### src/rtl/regfile_pkg.sv
// regfile_pkg: shared register-file geometry, dump FSM states and word types
package regfile_pkg;
  localparam int ADDR_W = 5;
  localparam int DATA_W = 64;
  localparam int N_REGS = 32;
  localparam logic [ADDR_W-1:0] XZR_IDX = 5'd31;
  typedef enum logic [1:0] {IDLE, READ, SEND, DONE} dump_state_t;
  typedef logic [ADDR_W-1:0] reg_addr_t;
  typedef logic [DATA_W-1:0] reg_data_t;
endpackage

### src/rtl/regfile_dump.sv
// regfile_dump: walks the register file through read port 1 and streams every word with an XOR checksum
module regfile_dump
  import regfile_pkg::*;
#(
  parameter int N_REGS = regfile_pkg::N_REGS,
  parameter int ADDR_W = regfile_pkg::ADDR_W,
  parameter int DATA_W = regfile_pkg::DATA_W
) (
  input  logic              clk,
  input  logic              reset,
  input  logic              start,
  input  logic [ADDR_W-1:0] cpu_ra,
  output logic [DATA_W-1:0] cpu_rd,
  output logic [ADDR_W-1:0] rf_ra,
  input  logic [DATA_W-1:0] rf_rd,
  output logic              dout_valid,
  input  logic              dout_ready,
  output logic [DATA_W-1:0] dout_data,
  output logic [ADDR_W-1:0] dout_idx,
  output logic              dout_last,
  output logic              busy,
  output logic              done,
  output logic [DATA_W-1:0] checksum
);
  localparam logic [ADDR_W-1:0] LAST_IDX = ADDR_W'(N_REGS - 1);
  dump_state_t state;
  logic [ADDR_W-1:0] idx;
  assign busy   = state != IDLE;
  assign done   = state == DONE;
  assign rf_ra  = busy ? idx : cpu_ra;
  assign cpu_rd = busy ? '0 : rf_rd;
  // dump sequencer: latch one word per READ, hold it in SEND until accepted
  always_ff @(posedge clk) begin
    if (reset) begin
      state      <= IDLE;
      idx        <= '0;
      dout_valid <= 1'b0;
      dout_data  <= '0;
      dout_idx   <= '0;
      dout_last  <= 1'b0;
      checksum   <= '0;
    end else begin
      case (state)
        IDLE: if (start) begin
          state    <= READ;
          idx      <= '0;
          checksum <= '0;
        end
        READ: begin
          dout_data  <= rf_rd;
          dout_idx   <= idx;
          dout_last  <= idx == LAST_IDX;
          dout_valid <= 1'b1;
          state      <= SEND;
        end
        SEND: if (dout_valid && dout_ready) begin
          checksum   <= checksum ^ dout_data;
          dout_valid <= 1'b0;
          state      <= dout_last ? DONE : READ;
          idx        <= dout_last ? idx : idx + 1'b1;
        end
        default: state <= IDLE;
      endcase
    end
  end
endmodule

### config.mk
export PLATFORM = sky130hd
export DESIGN_NAME = regfile_dump
export DESIGN_NICKNAME = d
export VERILOG_FILES = /design/src/rtl/regfile_pkg.sv /design/src/rtl/regfile_dump.sv
export SDC_FILE = /design/constraint.sdc
export NUM_CORES = 1
export LEC_CHECK = 0
export CORE_MARGIN = 5
export CORE_UTILIZATION = 35
export CTS_CLUSTER_DIAMETER = 100
export DETAILED_ROUTE_END_ITERATION = 16
export GPL_TIMING_DRIVEN = 0
export PLACE_DENSITY = 0.67
export SLEW_MARGIN = 20
export SYNTH_ARGS = -nofsm -noshare
export SYNTH_HDL_FRONTEND = slang
export SYNTH_SLANG_ARGS = --single-unit
### constraint.sdc
create_clock -name clk -period 2.8 [get_ports clk]
set_clock_uncertainty 0.05 [all_clocks]
set_input_delay 0.56 -clock clk [delete_from_list [all_inputs] [get_ports clk]]
set_output_delay 0.56 -clock clk [all_outputs]
set_load 0.005 [all_outputs]
==> out/metrics.cfg <==
[status]
status=finished, final reports clean

[critical_path]
crit_top_cell=buf_4
setup.worst_path.start_class=register
critPathArrivalTime_ns=2.08
endpoint=cpu_rd[43]
reg2reg_from=state[0]
regToRegSetupSlack_ns=0.78
worstPathRequired_ns=2.19
critPathLaunch=state[0]
r2r_end=dout_data[38]
r2r.worst_path.cells=6
crit_type=reg -> out
endpoint_kind=output pin
cpMaxStageDelayCell=clkdlybuf4s50_1
crit_fanout=10
path_cells=buf_4 -> nor2_4 -> buf_4 -> clkbuf_2 -> and2_1 -> clkdlybuf4s50_1
max_stage_delay_ns=0.50

[placement]
gp_congestion=0.764
hpwl_um=17700
pre_cts_slack_ns=-0.242
place_area_sq_um=10100
io_buffers=277

[pwr]
power_uw=5480
power.density_nw_per_um2=509
p_leak_uw=0.00370
pwr-share-seq_pct=39.1
p_int_uw=4040
power_switching_uw=1430
p_clk_share_pct=40.6
switching_share_pct=26.2
p_comb_share_pct=20.3
vdd_drop_max_v=0.000403

[cells_and_area]
n_fill_cell=1860
final_cell_mix=clkdlybuf4s50_1 (277), dfxtp_1 (142), nand2_1 (141)
final_common_cell=clkdlybuf4s50_1
design_area_sq_um=10800
post-route-util_pct=54.9
n_antenna_cell=0
fin_nets=1167
drive_gt1_share_pct=11.6
syn_to_final_growth_pct=53.2

[synthesis]
synth_area_sq_um=7030
synth_fa_ha_area_share_pct=0.356
synth_compound_area_share_pct=12.9
yosys.area.top_type_share_pct=40.4
synth_fp_nets=869
synthCells=794
synthMuxAreaShare_pct=9.92
synthXorXnorAreaFrac_pct=0
synth_top_family_by_area=simple AND/OR/NAND/NOR gates
yosysWarnings=0
synth_area_leaders=dfxtp_1 (40%), mux2i_1 (9.1%), or3b_2 (7.6%), nand2_1 (7.5%), nand3b_1 (6.8%)
synth-seq-cells=142
syn_avg_cell_area_sq_um=8.85
yosysSeqAreaShare_pct=40.4
yosysTopAreaCell=dfxtp_1
synth_simple_gate_area_share_pct=30.4
synth_cell_types=33

[sta]
hold_violations=0
slew_viol_final=0
fin_crit_sh_pct=96.0
whs_ns=0.402
tightest_slew_ns=0.697
period_minus_slack_ns=2.69
rsz0062_at_grt=false
final.setup.worst_slack_ns=0.111
max_freq_mhz=372
setup_viol=0
slew_headroom_pct=53.5

[clock_network]
cts_max_level=4
clock_latency_ns=0.42
root_buffer=clkbuf_16
holdBufCountCts=0
cts_made_buffers=17
path_clk_slew_ns=0.06
cts_tree=yes
clock-sinks=142
ctsLongestPathBuffers=2

[grt]
grt_pass1_wl_um=36700
track_usage_pct=20.4
grt_start_max_net_pins=17
antenna_found_initial=1
grt_pass1_vias=6608
overflow=0

[routing]
drt_iter0_drc=195
num_vias=6609
ant_nets=0
vias_per_cell=4.83
wl_per_cell_um=17.5
finalWirelength_um=23900
first_pass_iters=4
drcViolationCount=0

[die]
start_util_pct=35.9
row_count=51
chipWidth_um=152
die_height_um=152
ios=279
die_area_sq_um=23000
coreArea_sq_um=19600

[flow_run]
timing.max_cap.violations=0

[hold_path]
hold_class=reg -> reg
hold_depth=2

-- flip-flops by register name (all words and copies together), names as in the netlist --
signal      flops
checksum       64
state           2
dout_data      64
dout_last       1
idx             5
dout_idx        5
dout_valid      1
-- critical path: cells and delay by family, from the launching register on --
| family | cells | cell delay (ns) |
|---|---|---|
| buf+inv | 4 | 1.03 |
| flops | 1 | 0.31 |
| simple gates | 2 | 0.33 |
-- kinds of logic (layout without fill, tap and decap cells) --
kind of cell             after synthesis  after routing
AO/OA/AOI/OAI                        145            145
buffers and inverters                 79            389
adder cells (fa/ha/maj)                2              2
multiplexers                          69             69
AND/OR/NAND/NOR                      357            357
flip-flops                           142            142
-- Yosys cell counts (all sizes together) --
| master | n |
|---|---|
| dfxtp | 142 |
| nand2 | 141 |
| a21oi | 73 |
| and2 | 65 |
| or3b | 65 |
| a21boi | 64 |
| mux2i | 64 |
| nand3b | 64 |
| clkbuf | 58 |
| buf | 19 |
| nand2b | 6 |
| mux2 | 5 |
| nand3 | 4 |
| nand4b | 3 |
| o21ai | 3 |
| a31oi | 2 |
| ha | 2 |
| inv | 2 |
| nor2 | 2 |
| nor2b | 2 |
| o2bb2ai | 2 |
| or3 | 2 |
| a211oi | 1 |
| and3 | 1 |
| nor3 | 1 |
| or4 | 1 |
-- area by class of cell --
cell class / count / area [sq um] / area share [%]
multi-input cells: 573 / 3770 / 35.0
flip-flops and latches: 142 / 2840 / 26.4
repair buffers: 282 / 2820 / 26.2
clock buffers: 18 / 429 / 3.99
plain buffers: 74 / 419 / 3.89
well taps: 265 / 332 / 3.08
clock inverters: 13 / 140 / 1.30
inverters: 2 / 7.51 / 0.0697
-- power groups by stage --
stage / logic (uW) / clock network, uW / registers, uW
finish: 1110 / 2220 / 2140
global route: 1210 / 2360 / 2150
CTS: 1130 / 2270 / 2140
detailed placement: 1100 / 0 / 2190
global placement: 1100 / 0 / 2180
floorplan: 504 / 0 / 2180
-- worst min-delay path by stage --
stage	start	end	slack, ns
after floorplan	dout_idx[0]	dout_idx[0]	0.40
after global placement	dout_idx[2]	dout_idx[2]	0.39
after detailed placement	dout_idx[2]	dout_idx[2]	0.40
after CTS	dout_idx[2]	dout_idx[2]	0.41
after global routing	dout_idx[1]	dout_idx[1]	0.42
final	dout_idx[2]	dout_idx[2]	0.40
-- per-layer routing --
metal	up-vias	share of wire (%)	track usage, %
met1	3089	43	25.4
met4	2	1.3	5.12
met2	181	48	34.3
met5	-	0.029	0
met3	23	7.6	6.48
li1	3314	-	-
-- what timing repair did --
action / 4_1_cts / 5_1_grt
pin swaps: 1 / 1
cloned: 0 / 0
setup endpoints to repair: 70 / 23
buffers inserted: 3 / 2
resized for setup: 7 / 3
-- stage by stage --
stage                     setup TNS [ns]  cells
after global routing                   0   1369
final                                  0   1369
after floorplan                        0    794
after CTS                       -0.00505   1367
after global placement            -24.02   1336
after detailed placement           -1.59   1336
Note: power is estimated with default switching activity, not from simulation.
